`src/rtl/vector_stream_requester.sv`:
```
// Strided 128-bit vector load/store engine for a byte-enabled unaligned RAM.
// Loads are issued against a 2-entry output FIFO so rd_ready backpressure never drops data.
module vector_stream_requester #(
  parameter int ADDR_W = 20,
  parameter int CNT_W  = 8
) (
  input  logic              clock,
  input  logic              reset,
  input  logic              cmd_valid,
  output logic              cmd_ready,
  input  logic              cmd_write,
  input  logic [ADDR_W-1:0] cmd_base,
  input  logic [ADDR_W-1:0] cmd_stride,
  input  logic [CNT_W-1:0]  cmd_count,
  input  logic [15:0]       cmd_byte_enablers,
  input  logic [127:0]      wr_data,
  input  logic              wr_valid,
  output logic              wr_ready,
  output logic [127:0]      rd_data,
  output logic              rd_valid,
  input  logic              rd_ready,
  output logic [ADDR_W-1:0] mem_address,
  output logic [127:0]      mem_data_in,
  output logic [15:0]       mem_byte_enablers,
  output logic              mem_write_enable,
  input  logic [127:0]      mem_data_out,
  output logic              busy,
  output logic              done
);

  typedef enum logic [1:0] {IDLE, WRITE, READ, DRAIN} state_t;

  state_t              state_reg, state_next;
  logic [ADDR_W-1:0]   addr_reg;
  logic [ADDR_W-1:0]   stride_reg;
  logic [CNT_W-1:0]    remaining_reg;
  logic [15:0]         mask_reg;
  logic                done_reg, done_next;
  logic                inflight_reg;
  logic [127:0]        fifo_mem [2];
  logic                wr_ptr_reg, rd_ptr_reg;
  logic [1:0]          fifo_count_reg;

  logic                cmd_fire, write_fire, issue, advance, pop, push, last;
  logic [2:0]          occupancy;

  assign cmd_fire   = cmd_valid && (state_reg == IDLE);
  assign write_fire = (state_reg == WRITE) && wr_valid;
  assign pop        = rd_valid && rd_ready;
  assign push       = inflight_reg;
  assign last       = (remaining_reg == CNT_W'(1));
  // Slots already promised: buffered + one-cycle-old issue, minus what leaves this cycle.
  assign occupancy  = {1'b0, fifo_count_reg} + {2'b00, inflight_reg} - {2'b00, pop};
  assign issue      = (state_reg == READ) && (remaining_reg != '0) && (occupancy < 3'd2);
  assign advance    = issue || write_fire;

  always_comb begin
    state_next = state_reg;
    done_next  = 1'b0;
    case (state_reg)
      IDLE: begin
        if (cmd_fire) begin
          if (cmd_count == '0) done_next = 1'b1;
          else                 state_next = cmd_write ? WRITE : READ;
        end
      end
      WRITE: begin
        if (write_fire && last) begin
          state_next = IDLE;
          done_next  = 1'b1;
        end
      end
      READ: begin
        if (issue && last) state_next = DRAIN;
      end
      DRAIN: begin
        if ((fifo_count_reg == 2'd0) && !inflight_reg) begin
          state_next = IDLE;
          done_next  = 1'b1;
        end
      end
      default: state_next = IDLE;
    endcase
  end

  always_ff @(posedge clock or negedge reset) begin
    if (!reset) begin
      state_reg      <= IDLE;
      done_reg       <= 1'b0;
      inflight_reg   <= 1'b0;
      addr_reg       <= '0;
      stride_reg     <= '0;
      remaining_reg  <= '0;
      mask_reg       <= '0;
      wr_ptr_reg     <= 1'b0;
      rd_ptr_reg     <= 1'b0;
      fifo_count_reg <= 2'd0;
    end else begin
      state_reg    <= state_next;
      done_reg     <= done_next;
      inflight_reg <= issue;
      if (cmd_fire) begin
        addr_reg      <= cmd_base;
        stride_reg    <= cmd_stride;
        remaining_reg <= cmd_count;
        mask_reg      <= cmd_byte_enablers;
      end else if (advance) begin
        addr_reg      <= addr_reg + stride_reg;
        remaining_reg <= remaining_reg - CNT_W'(1);
      end
      if (push) wr_ptr_reg <= ~wr_ptr_reg;
      if (pop)  rd_ptr_reg <= ~rd_ptr_reg;
      case ({push, pop})
        2'b10:   fifo_count_reg <= fifo_count_reg + 2'd1;
        2'b01:   fifo_count_reg <= fifo_count_reg - 2'd1;
        default: fifo_count_reg <= fifo_count_reg;
      endcase
    end
  end

  // Payload storage carries no reset; validity is tracked by fifo_count_reg alone.
  always_ff @(posedge clock) begin
    if (push) fifo_mem[wr_ptr_reg] <= mem_data_out;
  end

  assign cmd_ready         = (state_reg == IDLE);
  assign wr_ready          = (state_reg == WRITE);
  assign busy              = (state_reg != IDLE);
  assign done              = done_reg;
  assign mem_address       = addr_reg;
  assign mem_data_in       = wr_data;
  assign mem_write_enable  = write_fire;
  assign mem_byte_enablers = write_fire ? mask_reg : 16'h0000;
  assign rd_valid          = (fifo_count_reg != 2'd0);
  assign rd_data           = fifo_mem[rd_ptr_reg];

endmodule

```
`config.mk`:
```
export PLATFORM = sky130hd
export DESIGN_NAME = vector_stream_requester
export DESIGN_NICKNAME = d
export VERILOG_FILES = /design/src/rtl/vector_stream_requester.sv
export SDC_FILE = /design/constraint.sdc
export NUM_CORES = 1
export LEC_CHECK = 0
export CELL_PAD_IN_SITES_DETAIL_PLACEMENT = 0
export CELL_PAD_IN_SITES_GLOBAL_PLACEMENT = 1
export CORE_AREA = 5 5 238 240
export CTS_CLUSTER_DIAMETER = 40
export DETAILED_ROUTE_END_ITERATION = 10
export DIE_AREA = 0 0 243 245
export PLACE_DENSITY = 0.67
export SETUP_SLACK_MARGIN = 0.4
export SLEW_MARGIN = 10
export SYNTH_ARGS = -nofsm -noshare
export SYNTH_HDL_FRONTEND = slang
export SYNTH_SLANG_ARGS = --single-unit
```
`constraint.sdc`:
```
create_clock -name clock -period 6.9 [get_ports clock]
set_clock_uncertainty 0.1 [all_clocks]
set_input_delay 1.035 -clock clock [delete_from_list [all_inputs] [get_ports clock]]
set_output_delay 1.035 -clock clock [all_outputs]
set_load 0.05 [all_outputs]
```
; ---- Yosys cells after proc, flatten, opt, wreduce, memory -nomap -nowiden
; Memories as Yosys holds them, arrays and structs flattened.
; Cells that the tools add are included.
[op_classes]
add_sub_neg = 6
multipliers = 0
div_mod_pow = 0
n_lt_le_gt_ge = 1
n_eq_ne = 11
shifts = 0
mux = 20
n_bitwise = 2
reduce_logical = 19
[op_table]
columns = cell, n
row1 = two-way mux 20 bit, 2
row2 = adder 20 bit, 1
row3 = two-way mux 16 bit, 1
row4 = two-way mux 8 bit, 2
row5 = two-way mux 2 bit, 6
row6 = equality test 8 x 1 -> 1 bit (second input constant), 1
row7 = logical AND 1 bit, 8
row8 = zero test 8 bit, 1
row9 = case mux 2 bit (4 select lines), 1
row10 = nonzero test 2 bit, 4
row11 = nonzero test 8 bit, 1
row12 = subtractor 8 x 1 -> 8 bit (second input constant), 1
row13 = equality test 2 bit (second input constant), 3
row14 = two-way mux 1 bit, 6
row15 = inequality test 2 x 1 -> 1 bit (second input constant), 3
row16 = AND reduction 5 bit, 1
row17 = equality test 2 x 1 -> 1 bit (second input constant), 2
row18 = zero test 2 bit, 2
row19 = inequality test 2 bit (second input constant), 2
row20 = case mux 2 bit (2 select lines), 1
row21 = adder 2 x 1 -> 3 bit, 1
row22 = < comparator 3 x 2 -> 1 bit (second input constant), 1
row23 = case mux 1 bit (3 select lines), 1
row24 = subtractor 3 x 1 -> 3 bit, 1
row25 = other kinds (5), 6
[totals]
regBits = 72
latch_bits = 0
ramBits = 256
mem_bits_ro = 0
inputBits = 326
output_inout_bits = 298
n_memories = 1
[memory_table]
columns = memory, depth, word_bits, read_ports, rd_ports_with_merged_regs, write_ports, line
row1 = fifo_mem, 2, 128, 1, 0, 1, 40  ; logic [127:0] fifo_mem [2];

; ---- Logic depth before layout (Yosys ltp)
[depth]
depth_word = 8
mapped_depth = 12
depth_no_buf = 10

; ---- Worst setup path before layout
; Ideal clock, no wire load.
[synth_timing]
kind = register -> register
start = register inflight_reg
end = memory fifo_mem[0][0] (enable)
arrival_time_ps = 6241
required_ps = 6168
slack_ps = -73
stages_incl_launch_ff = 3
synth_period_minus_slack_ps = 6973
cell_sequence = dfrtp_1 -> clkbuf_1 -> nor2b_1
[synth_via]
elab_chain_len = 2
[synth_rtl]
columns = item, line
row1 = from (decl), 39  ; logic inflight_reg;
row2 = from (signal assigned), 101  ; inflight_reg <= issue;
row3 = two-way mux 1 bit, 123  ; if (push) fifo_mem[wr_ptr_reg] <= mem_data_out;
row4 = two-way mux 1 bit (not written as such), 123
row5 = to (decl), 40
; Every way passes these cells.

; ---- Final worst setup path
[layout_timing]
start = register rd_ptr_reg
end = output rd_data[51]
[layout_via]
elab_chain_len = 1
[layout_rtl]
columns = item, line
row1 = from (decl), 41  ; logic wr_ptr_reg, rd_ptr_reg;
row2 = from (signal assigned), 112  ; if (pop) rd_ptr_reg <= ~rd_ptr_reg;
row3 = memory (2 x 128 bit), --
row4 = to (decl), 19  ; output logic [127:0] rd_data,
; Every way passes these cells.

==> results by group <==
Timing
  – Slew @ Worst Pin: about 1 ns
  – Tcrit/Tclk final: 0.6349
  – Fin. Hold Viols: 0
  – Unrepaired setup endpoints after global routing: false
  – Pins Over Slew Limit: 0
  – Period minus WS final: between 4 and 5 ns
  – Rel. slew slack: 0.3322
  – Final hold slack: between 0.3 and 0.4 ns
  – Setup TNS: 0 ns
  – F_max: between 200 and 250 MHz
  – Worst Slack Setup Final: around 2.5 ns
  – Final setup fails: 0

Detailed routing
  – DRT Pass-1 Iters: 5
  – Vias per cell: approximately 4.5
  – First-iteration detailed-routing DRC count: ~320
  – DRC Markers: 0
  – Antenna-violating nets left: 0
  – Via count: about 9000
  – Drt wl/cell: 19.73 µm
  – Drt total wl: between 30000 and 40000 µm

Final layout
  – Commonest non-fill, non-tap cell in the layout: clkdlybuf4s50_1
  – Post-layout net count: between 1500 and 2000
  – Highest-count cells in the layout ignoring fill and taps: clkdlybuf4s50_1, edfxtp_1, nand2_1, mux2_2, dfrtp_1
  – N_diodes: 0
  – Fraction of final layout cells sized beyond drive strength 1: 0.1860
  – Design area: approximately 0.020 mm²
  – Fin cells: 2021
  – Area Growth Syn to Fin: 38.52%
  – Number of flip-flops under the largest register name: between 200 and 300

Critical path
  – Nature of the critical path endpoint: output port
  – R2r endpoint: mem_address[18]
  – Critical Path AT: roughly 3.3 ns
  – WS Path Type: reg2out
  – R2r worst-path depth: 9
  – Required @ worst endpoint: roughly 5.8 ns
  – Max FO, Critical Path: 65
  – CP Launch Type: flip-flop
  – Reg2Reg Setup Slack: roughly 4 ns
  – FF-to-FF Start: mem_address[0]

Synthesis
  – Ys Warns: 0
  – Yosys reg bits: between 300 and 400
  – Cells after Synth: 1000
  – Netlist cell types: 56
  – Sequential share of the synthesized area: 0.6645
  – EDFF count, synth: about 260
  – Syn avg cell area: 14.28 µm²
  – Mapped Area: roughly 0.014 mm²
  – Top FF cell, synth: edfxtp_1
  – Asr flop ratio synth: 0.2195
  – Syn nets: around 1400

Global route
  – Largest net degree at the start of global routing: 73
  – Met1 usage: 0.1604
  – GR Overflow Total: 0
  – First-pass GRT wire length: around 58000 µm
  – M3 GR Usage: 0.07666
  – Antenna violations before repair: 3
  – Vias in the first global route: between 9000 and 10000
  – Tot GR Track Use: 0.1265
  – Met2 usage: 0.1836
  – Most Crowded Layer GR: met2

Floorplanning
  – Die Y: 245 µm
  – Initial Util: 0.2623
  – Die area: approximately 0.06 mm²
  – I/O pins: 624
  – Core region area: 0.05445 mm²
  – # rows: 86
  – Die outline width: 243 µm

Power and ir drop
  – Flop pwr share: 0.294
  – Clock power frac: 0.285
  – Leak: slightly above 7 nW
  – Switching power: between 4 and 5 mW
  – Gate power share: 0.422
  – Switching share of total power: 0.3991
  – Worst VDD drop: 0.2264 mV
  – Int Power: 6.057 mW
  – PD cells: roughly 500 mW/mm²

Min path
  – Hold Crit Start: mask_reg[9]
  – Hold path endpoint: mask_reg[9]
  – Hold Crit Class: reg2reg
  – Hold Path Depth: 2

Clocking
  – Clk Latency, worst-skew pair: 0.59 ns
  – CTS Buf Count: 59
  – PostCTS Resize Cnt: 0
  – CTS tree: done
  – Post-CTS Repair Setup Buffers: 0
  – Clk pin slew, worst setup/hold paths: 0.04 ns
  – Clock Root Buffer: clkbuf_16
  – # H-tree levels: 2
  – CTS Hold Bufs: 0
  – Clk sinks: 328
  – Clk buf depth: 3

Place
  – I/O Buffers: ~370
  – DP Cell Count: roughly 1900
  – Place WS: between 2 and 3 ns
  – Placer Congestion: 0.8025
  – Post-place instance area: roughly 0.018 mm²
  – Hpwl dp: 27680 µm

Run status
  – Status: completed

Job
  – Max-cap violations: 0
-- synthesized netlist by cell type (14+ instances only) --
master | instances | area [µm²]
dfrtp_1 | 72 | 1802
clkbuf_1 | 32 | 120.1
and3_1 | 19 | 118.9
edfxtp_1 | 256 | 7687
a21oi_1 | 23 | 115.1
nor2_1 | 23 | 86.33
mux2_2 | 128 | 1441
ha_1 | 22 | 275.3
o21ai_0 | 27 | 135.1
xnor2_1 | 14 | 122.6
nand2_1 | 136 | 510.5
buf_4 | 129 | 968.4
-- power groups by stage --
stage | sequential [mW] | combinational [mW] | clock (mW)
3_5_place_dp | 3.00 | 4.28 | 0
6_report | 2.96 | 4.25 | 2.87
3_3_place_gp | 2.99 | 4.27 | 0
4_1_cts | 2.97 | 4.30 | 2.96
2_1_floorplan | 3.08 | 3.03 | 0
5_1_grt | 3.02 | 4.52 | 3.04
-- cell type report --
| type | instances | area, µm² |
|---|---|---|
| multi-input cells | 499 | 3645 |
| well taps | 704 | 880.8 |
| fillers | 5200 | 34670 |
| inverters | 6 | 22.52 |
| clock inverters | 46 | 504.2 |
| repair buffers | 375 | 3744 |
| flip-flops and latches | 328 | 9493 |
| clock buffers | 63 | 1491 |
-- stage by stage --
step	power (mW)	util
2_1_floorplan	6.109	-
3_3_place_gp	7.257	0.3266
3_5_place_dp	7.283	0.3266
4_1_cts	10.24	0.3633
5_1_grt	10.58	0.3633
6_report	10.08	0.3633
-- worst max-delay path, stage by stage, from the launching register on --
cell and delay, ns:
dfrtp_4 1.03, buf_12 0.41, mux2_2 0.40, clkdlybuf4s50_1 0.73
-- cells by family after synthesis --
kind of cell	count (synthesis)	synth area share
flops	328	0.6645
buf+inv	173	0.08105
mux	128	0.1009
simple gates	220	0.07062
fa+ha+maj	24	0.02208
xor+xnor	23	0.01411
compound gates	104	0.04670
-- how the worst max path moves through the flow --
| stage | startpoint | endpoint | slack, ns | cells after the start |
|---|---|---|---|---|
| 3_5_place_dp | wr_valid | mem_write_enable | 2.64 | 3 |
| 4_1_cts | rd_ptr_reg | rd_data[51] | 2.34 | 3 |
| 5_1_grt | rd_ptr_reg | rd_data[49] | 2.33 | 3 |
| 3_3_place_gp | wr_valid | mem_write_enable | 2.66 | 3 |
| 6_report | rd_ptr_reg | rd_data[51] | 2.52 | 3 |
| 2_1_floorplan | inflight_reg | fifo_mem[0][0] | 2.40 | 2 |
-- per-layer routing --
metal	wire length (µm)	up-vias
met5	89	-
met4	748	8
met3	4960	67
met2	16860	508
met1	17220	4342
li1	-	4070
Note: power is estimated with default switching activity, not from simulation.
